--- config.mk ---
export PLATFORM = sky130hd
export DESIGN_NAME = memory_access_responder
export DESIGN_NICKNAME = d
export VERILOG_FILES = /design/src/rtl/memory_access_responder.sv
export SDC_FILE = /design/constraint.sdc
export NUM_CORES = 1
export LEC_CHECK = 0
export ABC_AREA = 0
export BUFFER_PORTS_ARGS = -buffer_cell sky130_fd_sc_hd__buf_2
export CAP_MARGIN = 25
export CORE_ASPECT_RATIO = 1.4
export CORE_MARGIN = 2
export CORE_UTILIZATION = 35
export DETAILED_ROUTE_END_ITERATION = 10
export SLEW_MARGIN = 40
export SYNTH_ARGS = -nofsm -noshare
export SYNTH_HDL_FRONTEND = slang
export SYNTH_SLANG_ARGS = --single-unit
--- constraint.sdc ---
create_clock -name clk -period 2.7 [get_ports clk]
set_clock_uncertainty 0.1 [all_clocks]
set_input_delay 0.54 -clock clk [delete_from_list [all_inputs] [get_ports clk]]
set_output_delay 0.54 -clock clk [all_outputs]
set_load 0.02 [all_outputs]
--- src/rtl/memory_access_responder.sv ---
// Data-memory responder: multi-cycle access to async SRAM or UART.
// Stalls the pipeline with busy until a one-cycle done pulse.
module memory_access_responder #(
  parameter int          READ_WAIT_CYCLES   = 1,
  parameter int          WRITE_PULSE_CYCLES = 1,
  parameter logic [15:0] UART_DATA_ADDR     = 16'hBF00,
  parameter logic [15:0] UART_STAT_ADDR     = 16'hBF01
) (
  input  logic        clk,
  input  logic        rst,
  input  logic [1:0]  memory_control,
  input  logic [15:0] memory_address,
  input  logic [15:0] write_data,
  output logic [15:0] read_data,
  output logic        done,
  output logic        busy,
  output logic [17:0] ram_addr,
  input  logic [15:0] ram_dq_in,
  output logic [15:0] ram_dq_out,
  output logic        ram_dq_oe,
  output logic        ram_ce_n,
  output logic        ram_oe_n,
  output logic        ram_we_n,
  input  logic        uart_rx_valid,
  input  logic [7:0]  uart_rx_data,
  output logic        uart_rx_ack,
  output logic        uart_tx_valid,
  output logic [7:0]  uart_tx_data,
  input  logic        uart_tx_ready
);

  typedef enum logic [2:0] {
    IDLE,
    R_ACCESS,
    W_SETUP,
    W_PULSE,
    W_HOLD,
    U_TX,
    DONE
  } state_t;

  localparam logic [7:0] RD_LAST = 8'(READ_WAIT_CYCLES);
  localparam logic [7:0] WR_LAST = 8'(WRITE_PULSE_CYCLES - 1);

  state_t      state;
  state_t      state_next;
  logic [15:0] addr_q;
  logic [15:0] wdata_q;
  logic [7:0]  cnt;
  logic        req_read;
  logic        req_write;
  logic        at_data;
  logic        at_stat;
  logic        accept;
  logic        cnt_clr;
  logic        load_rd;
  logic [15:0] rd_next;

  assign req_read  = (memory_control == 2'b01);
  assign req_write = (memory_control == 2'b10);
  assign at_data   = (memory_address == UART_DATA_ADDR);
  assign at_stat   = (memory_address == UART_STAT_ADDR);

  assign ram_addr     = {2'b00, addr_q};
  assign ram_dq_out   = wdata_q;
  assign uart_tx_data = wdata_q[7:0];

  assign busy = ((req_read || req_write) && state != DONE)
             || (state != IDLE && state != DONE);

  // State register; reset abandons any access in flight.
  always_ff @(posedge clk) begin
    if (rst) state <= IDLE;
    else     state <= state_next;
  end

  // Next state, strobes and datapath controls.
  always_comb begin
    state_next    = state;
    accept        = 1'b0;
    cnt_clr       = 1'b0;
    load_rd       = 1'b0;
    rd_next       = ram_dq_in;
    ram_ce_n      = 1'b1;
    ram_oe_n      = 1'b1;
    ram_we_n      = 1'b1;
    ram_dq_oe     = 1'b0;
    done          = 1'b0;
    uart_rx_ack   = 1'b0;
    uart_tx_valid = 1'b0;
    unique case (state)
      IDLE: begin
        if (req_read) begin
          accept  = 1'b1;
          cnt_clr = 1'b1;
          if (at_data) begin
            load_rd     = 1'b1;
            rd_next     = uart_rx_valid ? {8'h00, uart_rx_data} : 16'h0000;
            uart_rx_ack = uart_rx_valid;
            state_next  = DONE;
          end else if (at_stat) begin
            load_rd    = 1'b1;
            rd_next    = {14'b0, uart_rx_valid, uart_tx_ready};
            state_next = DONE;
          end else begin
            state_next = R_ACCESS;
          end
        end else if (req_write) begin
          accept  = 1'b1;
          cnt_clr = 1'b1;
          if (at_data)      state_next = U_TX;
          else if (at_stat) state_next = DONE;
          else              state_next = W_SETUP;
        end
      end
      R_ACCESS: begin
        ram_ce_n = 1'b0;
        ram_oe_n = 1'b0;
        if (cnt == RD_LAST) begin
          load_rd    = 1'b1;
          state_next = DONE;
        end
      end
      W_SETUP: begin
        ram_ce_n   = 1'b0;
        ram_dq_oe  = 1'b1;
        cnt_clr    = 1'b1;
        state_next = W_PULSE;
      end
      W_PULSE: begin
        ram_ce_n  = 1'b0;
        ram_we_n  = 1'b0;
        ram_dq_oe = 1'b1;
        if (cnt == WR_LAST) state_next = W_HOLD;
      end
      W_HOLD: begin
        ram_ce_n   = 1'b0;
        ram_dq_oe  = 1'b1;
        state_next = DONE;
      end
      U_TX: begin
        uart_tx_valid = 1'b1;
        if (uart_tx_ready) state_next = DONE;
      end
      DONE: begin
        done       = 1'b1;
        state_next = IDLE;
      end
      default: state_next = IDLE;
    endcase
  end

  // Request latch, wait counter and load result register.
  always_ff @(posedge clk) begin
    if (rst) begin
      addr_q    <= '0;
      wdata_q   <= '0;
      cnt       <= '0;
      read_data <= '0;
    end else begin
      if (accept) begin
        addr_q  <= memory_address;
        wdata_q <= write_data;
      end
      cnt <= cnt_clr ? 8'd0 : cnt + 8'd1;
      if (load_rd) read_data <= rd_next;
    end
  end

endmodule

==> metrics.cfg, run 1 <==
[worst_setup_path]
critPathLaunchType = primary input
cp.buffers_inverters = 2
crit_path_top_delay_cell = or4_4
cp_max_fo = 2
cpLargestDelayFamily = simple AND/OR/NAND/NOR gates
crit_chain = buf_2 > or4_4 > nor4_4 > nand3_1 > nor2b_1 > buf_4
critPathCaptureType = primary output
setup.worst_path.class = in2out
reg2reg_from = state[1]
r2r_cells = 4
max_stage_delay_ns = 0.55
critical_path_arrival_ns = 2.01
r2r-end = read_data[7]
r2r_slack_ns = 0.67
required_ns = 2.06

[min_path]
whs_path_depth = 3
hold_start = write_data[5]
whs_endpoint = ram_dq_out[5]
min_path_type = in2reg

[route]
vias = 2592
drt_iter0_markers = 135
drt_drc_violations_left = 0
ant_nets = 0
wl_per_cell_um = 13.0
drt_wl_total_mm = 7.06
drt-vias-per-instance = 4.77
firstDrtPassIters = 4

[floorplanning]
io_pins = 128
die_width_um = 78.3
core-area_um2 = 7410
fp-row-count = 37
dieArea_um2 = 8450
fp.dieH_um = 108
start_util_pct = 36.5

[clock_network]
tritoncts = done
clk_pin_slew_ns = 0.07
cts_sinks = 59
h-tree-depth = 3
clk_path_buf_depth = 2
cts_made_buffers = 9
root_buffer = clkbuf_8
clock_latency_ns = 0.33
ctsHoldBuffers = 0

[power_and_ir_drop]
peakVddDrop_mv = 0.437
leakage_nw = 1.80
p_per_area_nw_per_um2 = 828

[placed_design]
portBuffers = 125
dp_slack_ns = -0.184
dpl.hpwl_mm = 5.19
placed_cells = 525
place_congestion = 0.776

[timing]
slew_viol_final = 0
fin_ws_ns = 0.0456
setup_viol = 0
finalCritPeriodShare_pct = 98.3
slew_headroom_pct = 59.0
hold_viol = 0
fin_crit_ns = 2.65
tightest_slew_ns = 0.614
rsz0062_at_grt = false
timing.fmax_mhz = 377

[global_routing]
grt_pass1_wl_mm = 11.2
grt_max_degree = 33
grt_pass1_vias = 2436
grt-ovfl-total = 0
grt_usage_pct = 17.0
antenna_found_initial = 0

[cells_and_area]
diodes = 0
area_growth_pct = 32.8
drive_gt1_share_pct = 37.0
nets = 507
mostFrequentLayoutCells = buf_2, nand2_1, dfxtp_1
layout.cells.most_common = buf_2
final_cells = 543
nFillCells = 787
utilization_pct = 48.5

[synthesis]
synth_ff_type = dfxtp_1
yosysSeqAreaShare_pct = 43.7
synthSimpleGateAreaFrac_pct = 22.1
synth_cell_types = 41
synth_compound_area_share_pct = 16.1
yosysWarnings = 0
synthMuxAreaShare_pct = 7.13
synth-seq-cells = 59
synthCells = 322
async_flop_share_pct = 0
synth_enable_flop_cells = 0
syn_area_um2 = 2700
synth_top_family_by_area = simple AND/OR/NAND/NOR gates
syn_avg_cell_area_um2 = 8.40
synthAdderAreaFrac_pct = 1.85
synth_xor_xnor_area_share_pct = 2.27

[job]
drv_cap = 0

[status]
outcome = completed

## synth_stat cells, types with 2 or more instances
cell type,count,area (µm²)
a41o_1,8,80.1
nand3_1,6,30.0
a31o_2,2,17.5
a21oi_1,44,220
nor4_1,2,12.5
inv_1,7,26.3
xnor2_1,2,17.5
or2_2,2,12.5
nor2b_1,4,25.0
ha_1,4,50.1
nand2_1,74,278
xor2_1,5,43.8
buf_4,11,82.6
nor3b_1,3,22.5
mux2i_1,17,170
o21ai_0,4,20.0
and3_1,2,12.5
nor3_1,2,10.0
o211ai_1,2,15.0
or4_4,2,22.5
buf_2,3,15.0
nand2b_1,2,12.5
nand4_1,3,18.8
clkbuf_1,16,60.1
nor2_1,21,78.8
dfxtp_1,59,1180
## final cells by class
class / count / area (µm²) / share of cell area [%]
Timing Repair Buffer: 137 / 718 / 20.0
Inverter: 7 / 26.3 / 0.732
Clock buffer: 12 / 155 / 4.32
Multi-Input combinational cell: 227 / 1360 / 38.0
Tap cell: 97 / 121 / 3.38
Clock inverter: 4 / 25.0 / 0.697
Sequential cell: 59 / 1180 / 32.9
## per-layer routing
layer | share of wire (%) | track usage, % | vias up
li1 | - | - | 1324
met1 | 40 | 18.6 | 1184
met2 | 52 | 30.0 | 78
met3 | 6.4 | 5.59 | 6
met4 | 1.3 | 7.27 | 0
met5 | 0 | 0 | -
## repair_timing
action	in CTS	in global routing
endpoints found under the hold margin	0	0
endpoints found under the setup margin	1	1
buffers inserted	2	0
gates resized for setup	3	0
pin swaps	3	1
## metrics by stage
step	TNS [ns]	area (µm²)	hold WS (ns)	total power, mW
5_1_grt	0	3590	0.321	3.20
3_5_place_dp	-0.184	3380	0.345	2.28
6_report	0	3590	0.334	2.97
3_3_place_gp	-0.186	3380	0.341	2.27
2_1_floorplan	0	2710	0.364	1.94
4_1_cts	0	3590	0.319	3.02
## sequential cells by signal (all words and copies together) (netlist names)
signal	cells
cnt	8
read_data	16
addr_q	16
ram_dq_out	16
state	3
## report_power, final
part           total (mW)  leakage, nW  internal (mW)  switching [mW]
registers            1.14        0.481           1.01           0.128
clock network       0.718       0.0884          0.380           0.339
logic                1.12         1.23          0.409           0.707
## worst max path at each step
stage,from,to,slack [ns],cells past startpoint
after global routing,memory_address[1],uart_rx_ack,0.005,6
final,memory_address[1],uart_rx_ack,0.05,6
after CTS,memory_address[6],uart_rx_ack,0.02,6
after global placement,memory_address[4],uart_rx_ack,-0.19,6
after detailed placement,memory_address[4],uart_rx_ack,-0.18,6
after floorplan,memory_address[1],uart_rx_ack,0.08,4
## kinds of logic after synthesis
| family | Yosys count |
|---|---|
| XOR/XNOR | 7 |
| multiplexers | 19 |
| AND/OR/NAND/NOR | 128 |
| AO/OA/AOI/OAI | 67 |
| flip-flops | 59 |
| buffers and inverters | 37 |
| adder cells (fa/ha/maj) | 4 |
| other | 1 |
## tightest hold or removal path: stages
cell,delay (ns)
buf_2,0.09
nand2_1,0.04
a21oi_1,0.05
No activity file was read; power rests on OpenSTA's default activity.
==> run 2, diff against run 1 <==
- CORE_UTILIZATION: 35 -> 45
- PLACE_DENSITY: unset -> 0.78
==> metrics.cfg, run 2 (synthesized netlist as in run 1, its figures left out) <==
[worst_setup_path]
cp_max_fo = 2  ; unchanged
setup.worst_path.class = in2out  ; unchanged
required_ns = 2.06  ; about the same
critPathLaunchType = primary input  ; unchanged
critPathCaptureType = primary output  ; unchanged
r2r_slack_ns = 0.57  ; was 0.67 ns
critical_path_arrival_ns = 1.99  ; was 2.01 ns

[cells_and_area]
nets = 505  ; was 507
multiInputGateArea_um2 = 1370  ; was 1360 µm²
seq_area_um2 = 1180  ; unchanged
area_growth_pct = 31.8  ; was 32.8%
layout.cells.most_common = buf_2  ; unchanged
drive_gt1_share_pct = 37.0  ; about the same
utilization_pct = 61.2  ; was 48.5%
mostFrequentLayoutCells = buf_2, nand2_1, dfxtp_1  ; unchanged
nFillCells = 528  ; was 787
diodes = 0  ; unchanged

[global_routing]
grt_pass1_wl_mm = 10.3  ; was 11.2 mm
grt_pass1_vias = 2343  ; was 2436
antenna_found_initial = 0  ; unchanged
grt_usage_pct = 19.6  ; was 17.0%
grt_max_degree = 47  ; was 33
grt-ovfl-total = 0  ; unchanged

[clock_network]
clock_latency_ns = 0.33  ; about the same
postCtsSetupBuffers = 0  ; was 2
clk_path_buf_depth = 2  ; unchanged
root_buffer = clkbuf_8  ; unchanged
ctsHoldBuffers = 0  ; unchanged
clk_pin_slew_ns = 0.07  ; about the same
tritoncts = done  ; unchanged
cts_made_buffers = 9  ; unchanged
h-tree-depth = 3  ; unchanged
cts_sinks = 59  ; unchanged

[timing]
hold_viol = 0  ; unchanged
slew_headroom_pct = 56.7  ; was 59.0%
holdWs_ns = 0.337  ; was 0.334 ns
slew_viol_final = 0  ; unchanged
fin_crit_ns = 2.63  ; was 2.65 ns
setup_viol = 0  ; unchanged
timing.fmax_mhz = 380  ; was 377 MHz
finalCritPeriodShare_pct = 97.5  ; was 98.3%
rsz0062_at_grt = false  ; unchanged
tightest_slew_ns = 0.647  ; was 0.614 ns

[route]
vias = 2630  ; was 2592
ant_nets = 0  ; unchanged
drt_drc_violations_left = 0  ; unchanged
drt_wl_total_mm = 6.78  ; was 7.06 mm
drt_iter0_markers = 102  ; was 135
drt-vias-per-instance = 5.13  ; was 4.77
firstDrtPassIters = 4  ; unchanged
wl_per_cell_um = 13.2  ; was 13.0 µm

[floorplanning]
fp.dieH_um = 95.7  ; was 108 µm
core-area_um2 = 5820  ; was 7410 µm²
dieArea_um2 = 6650  ; was 8450 µm²
die_width_um = 69.5  ; was 78.3 µm
fp-row-count = 33  ; was 37
start_util_pct = 46.4  ; was 36.5%
io_pins = 128  ; unchanged

[status]
outcome = completed  ; unchanged

[power_and_ir_drop]
p_per_area_nw_per_um2 = 843  ; was 828 nW/µm²
peakVddDrop_mv = 0.515  ; was 0.437 mV
leakage_nw = 1.80  ; about the same

[min_path]
min_path_type = in2reg  ; unchanged

[placed_design]
place_congestion = 0.833  ; was 0.776
dpl.hpwl_mm = 4.93  ; was 5.19 mm
portBuffers = 125  ; unchanged

[job]
drv_cap = 0  ; unchanged

==> run 2: what timing repair did <==
item                       in CTS  in global routing
pin swaps                       0                  2
setup endpoints to repair       1                  1
gates resized for setup         2                  4
==> run 2: through the flow <==
step	area [µm²]	std cells	power (mW)	setup slack [ns]	TNS (ns)
after CTS	3530	513	3.02	0.00843	0
after global placement	3340	498	2.25	-0.0114	-0.0114
final	3560	513	3.01	0.0665	0
after global routing	3560	513	3.19	0.00154	0
after detailed placement	3340	498	2.27	-0.0200	-0.0200
after floorplan	2710	323	1.94	0.0828	0
==> run 2: area by class of cell <==
| cell class | instances | area share (%) |
|---|---|---|
| clock inverter | 6 | 1.62 |
| sequential | 59 | 33.1 |
| tap | 70 | 2.46 |
| inverter | 7 | 0.737 |
| multi-input combinational | 227 | 38.4 |
| clock buffer | 9 | 3.48 |
| timing repair buffer | 135 | 20.2 |
==> run 2: where the power goes <==
part | switching [mW] | total [mW] | leakage [nW] | internal (mW)
sequential | 0.129 | 1.14 | 0.481 | 1.01
combinational | 0.710 | 1.12 | 1.23 | 0.410
clock | 0.333 | 0.747 | 0.0946 | 0.414
==> run 2: worst max-delay path: stages <==
cell	delay (ns)
buf_6	0.09
or4b_4	0.56
nor4_4	0.27
buf_4	0.15
nand3_2	0.08
nor2b_1	0.15
buf_4	0.16
==> run 2: worst paths after layout <==
path	startpoint	endpoint	cells past startpoint
setup / recovery	memory_address[6]	uart_rx_ack	7
hold / removal	write_data[10]	ram_dq_out[10]	3
setup reg to reg	state[1]	read_data[8]	4
hold reg to reg	addr_q[1]	addr_q[1]	2
==> run 2: metal layers <==
metal / wire length (µm) / global-route usage [%] / vias to the layer above / share of wire (%)
met2: 3490 / 34.4 / 84 / 51
li1: - / - / 1319 / -
met3: 347 / 3.77 / 18 / 5.1
met1: 2720 / 21.5 / 1209 / 40
met5: 0 / 0 / - / 0
met4: 215 / 13.1 / 0 / 3.2
==> run 3, diff against run 2 <==
- BUFFER_PORTS_ARGS: -buffer_cell sky130_fd_sc_hd__buf_2 -> -buffer_cell sky130_fd_sc_hd__buf_4
==> metrics.cfg, run 3 (synthesized netlist as in run 1, its figures left out) <==
[power_and_ir_drop]
peakVddDrop_mv = 0.481  ; was 0.515 mV
p_per_area_nw_per_um2 = 828  ; was 843 nW/µm²
leakage_nw = 1.85  ; was 1.80 nW
total_power_mw = 3.20  ; was 3.01 mW

[global_routing]
grt-ovfl-total = 0  ; unchanged
grt_pass1_vias = 2402  ; was 2343
grt_pass1_wl_mm = 11.0  ; was 10.3 mm
antenna_found_initial = 0  ; unchanged
grt_usage_pct = 20.8  ; was 19.6%
grt_max_degree = 47  ; unchanged

[cells_and_area]
final_area_um2 = 3860  ; was 3560 µm²
drive_gt1_share_pct = 36.6  ; was 37.0%
mostFrequentLayoutCells = buf_4, nand2_1, dfxtp_1  ; was buf_2, nand2_1, dfxtp_1
utilization_pct = 66.3  ; was 61.2%
nets = 504  ; was 505
diodes = 0  ; unchanged
final_cells = 513  ; unchanged
area_growth_pct = 42.8  ; was 31.8%
nFillCells = 499  ; was 528
layout.cells.most_common = buf_4  ; was buf_2

[clock_network]
root_buffer = clkbuf_8  ; unchanged
clk_pin_slew_ns = 0.07  ; about the same
h-tree-depth = 3  ; unchanged
ctsHoldBuffers = 0  ; unchanged
clock_latency_ns = 0.33  ; about the same
cts_made_buffers = 9  ; unchanged
cts_sinks = 59  ; unchanged
tritoncts = done  ; unchanged
clk_path_buf_depth = 2  ; unchanged

[worst_setup_path]
reg2reg_from = state[1]  ; unchanged
r2r_cells = 4  ; unchanged
critPathLaunchType = primary input  ; unchanged
required_ns = 2.06  ; about the same
setup.worst_path.class = in2out  ; unchanged
r2r_slack_ns = 0.59  ; was 0.57 ns
r2r-end = read_data[8]  ; unchanged
critical_path_arrival_ns = 2.00  ; was 1.99 ns
critPathCaptureType = primary output  ; unchanged
crit_start = memory_address[1]  ; was memory_address[6]
cp_max_fo = 2  ; unchanged

[min_path]
whs_endpoint = read_data[10]  ; was ram_dq_out[10]
whs_path_depth = 3  ; unchanged
min_path_type = in2reg  ; unchanged
hold_start = ram_dq_in[10]  ; was write_data[10]

[timing]
fin_crit_ns = 2.64  ; was 2.63 ns
tightest_slew_ns = 0.635  ; was 0.647 ns
timing.fmax_mhz = 379  ; was 380 MHz
finalCritPeriodShare_pct = 97.6  ; was 97.5%
slew_headroom_pct = 57.6  ; was 56.7%
fin_tns_setup_ns = 0  ; unchanged
slew_viol_final = 0  ; unchanged
hold_viol = 0  ; unchanged
setup_viol = 0  ; unchanged
rsz0062_at_grt = false  ; unchanged

[floorplanning]
io_pins = 128  ; unchanged
start_util_pct = 46.4  ; unchanged
dieArea_um2 = 6650  ; unchanged
fp.dieH_um = 95.7  ; unchanged
die_width_um = 69.5  ; unchanged
fp-row-count = 33  ; unchanged
core-area_um2 = 5820  ; unchanged

[placed_design]
place_congestion = 0.813  ; was 0.833
placed_cells = 497  ; was 498
dpl.hpwl_mm = 5.23  ; was 4.93 mm
postPlaceCellArea_um2 = 3650  ; was 3340 µm²
portBuffers = 125  ; unchanged

[route]
drt_drc_violations_left = 0  ; unchanged
firstDrtPassIters = 4  ; unchanged
vias = 2616  ; was 2630
drt_iter0_markers = 136  ; was 102
drt-vias-per-instance = 5.10  ; was 5.13
ant_nets = 0  ; unchanged
wl_per_cell_um = 13.9  ; was 13.2 µm
drt_wl_total_mm = 7.14  ; was 6.78 mm

[status]
outcome = completed  ; unchanged

[job]
drv_cap = 0  ; unchanged

run 3: cell types whose count changed in the layout (fill, tap and decap cells not counted), moves of 2 or more:
cell | before | now
buf_4 | 12 | 134
clkbuf_8 | 9 | 11
buf_2 | 121 | 0
buf_6 | 2 | 0
clkinv_2 | 4 | 2
run 3: cell type report:
type	count	area, µm²	area share [%]
Clock inverter	4	48.8	1.26
Inverter	7	26.3	0.681
Multi-Input combinational cell	227	1360	35.1
Timing Repair Buffer	134	1010	26.1
Sequential cell	59	1180	30.6
Clock buffer	12	155	4.02
Tap cell	70	87.6	2.27
run 3: how the worst max path moves through the flow:
stage / slack (ns) / cells past startpoint / end
CTS: 0.02 / 6 / uart_rx_ack
global route: 0.009 / 6 / uart_rx_ack
floorplan: 0.08 / 4 / uart_rx_ack
detailed placement: -0.06 / 6 / uart_rx_ack
global placement: -0.05 / 6 / uart_rx_ack
finish: 0.06 / 6 / uart_rx_ack
run 3: report_power, final:
group          switching [mW]  total (mW)  leakage [nW]  internal [mW]
Combinational           0.716        1.24          1.26          0.525
Clock                   0.336       0.811         0.106          0.475
Sequential              0.135        1.14         0.481           1.01
run 3: critical path, stage by stage:
cell and delay (ns):
buf_4 0.11, or4_4 0.53, nor4_2 0.33, nand3_1 0.14
nor2b_1 0.18, buf_4 0.17
run 3: layer usage:
metal / global-route usage, % / share of wire [%] / vias up
li1: - / - / 1322
met1: 22.3 / 39 / 1199
met2: 38.1 / 54 / 86
met3: 6.18 / 5.2 / 9
met4: 9.15 / 1.9 / 0
met5: 0 / 0 / -
run 3: through the flow:
stage	hold WS (ns)	setup slack, ns
final	0.338	0.0642
after global routing	0.334	0.00897
after CTS	0.333	0.0173
after detailed placement	0.347	-0.0580
after global placement	0.343	-0.0461
after floorplan	0.364	0.0828
run 3: what timing repair did:
item / CTS / global route
setup buffers: 0 / 0
setup endpoints to repair: 1 / 0
resized for setup: 1 / 0
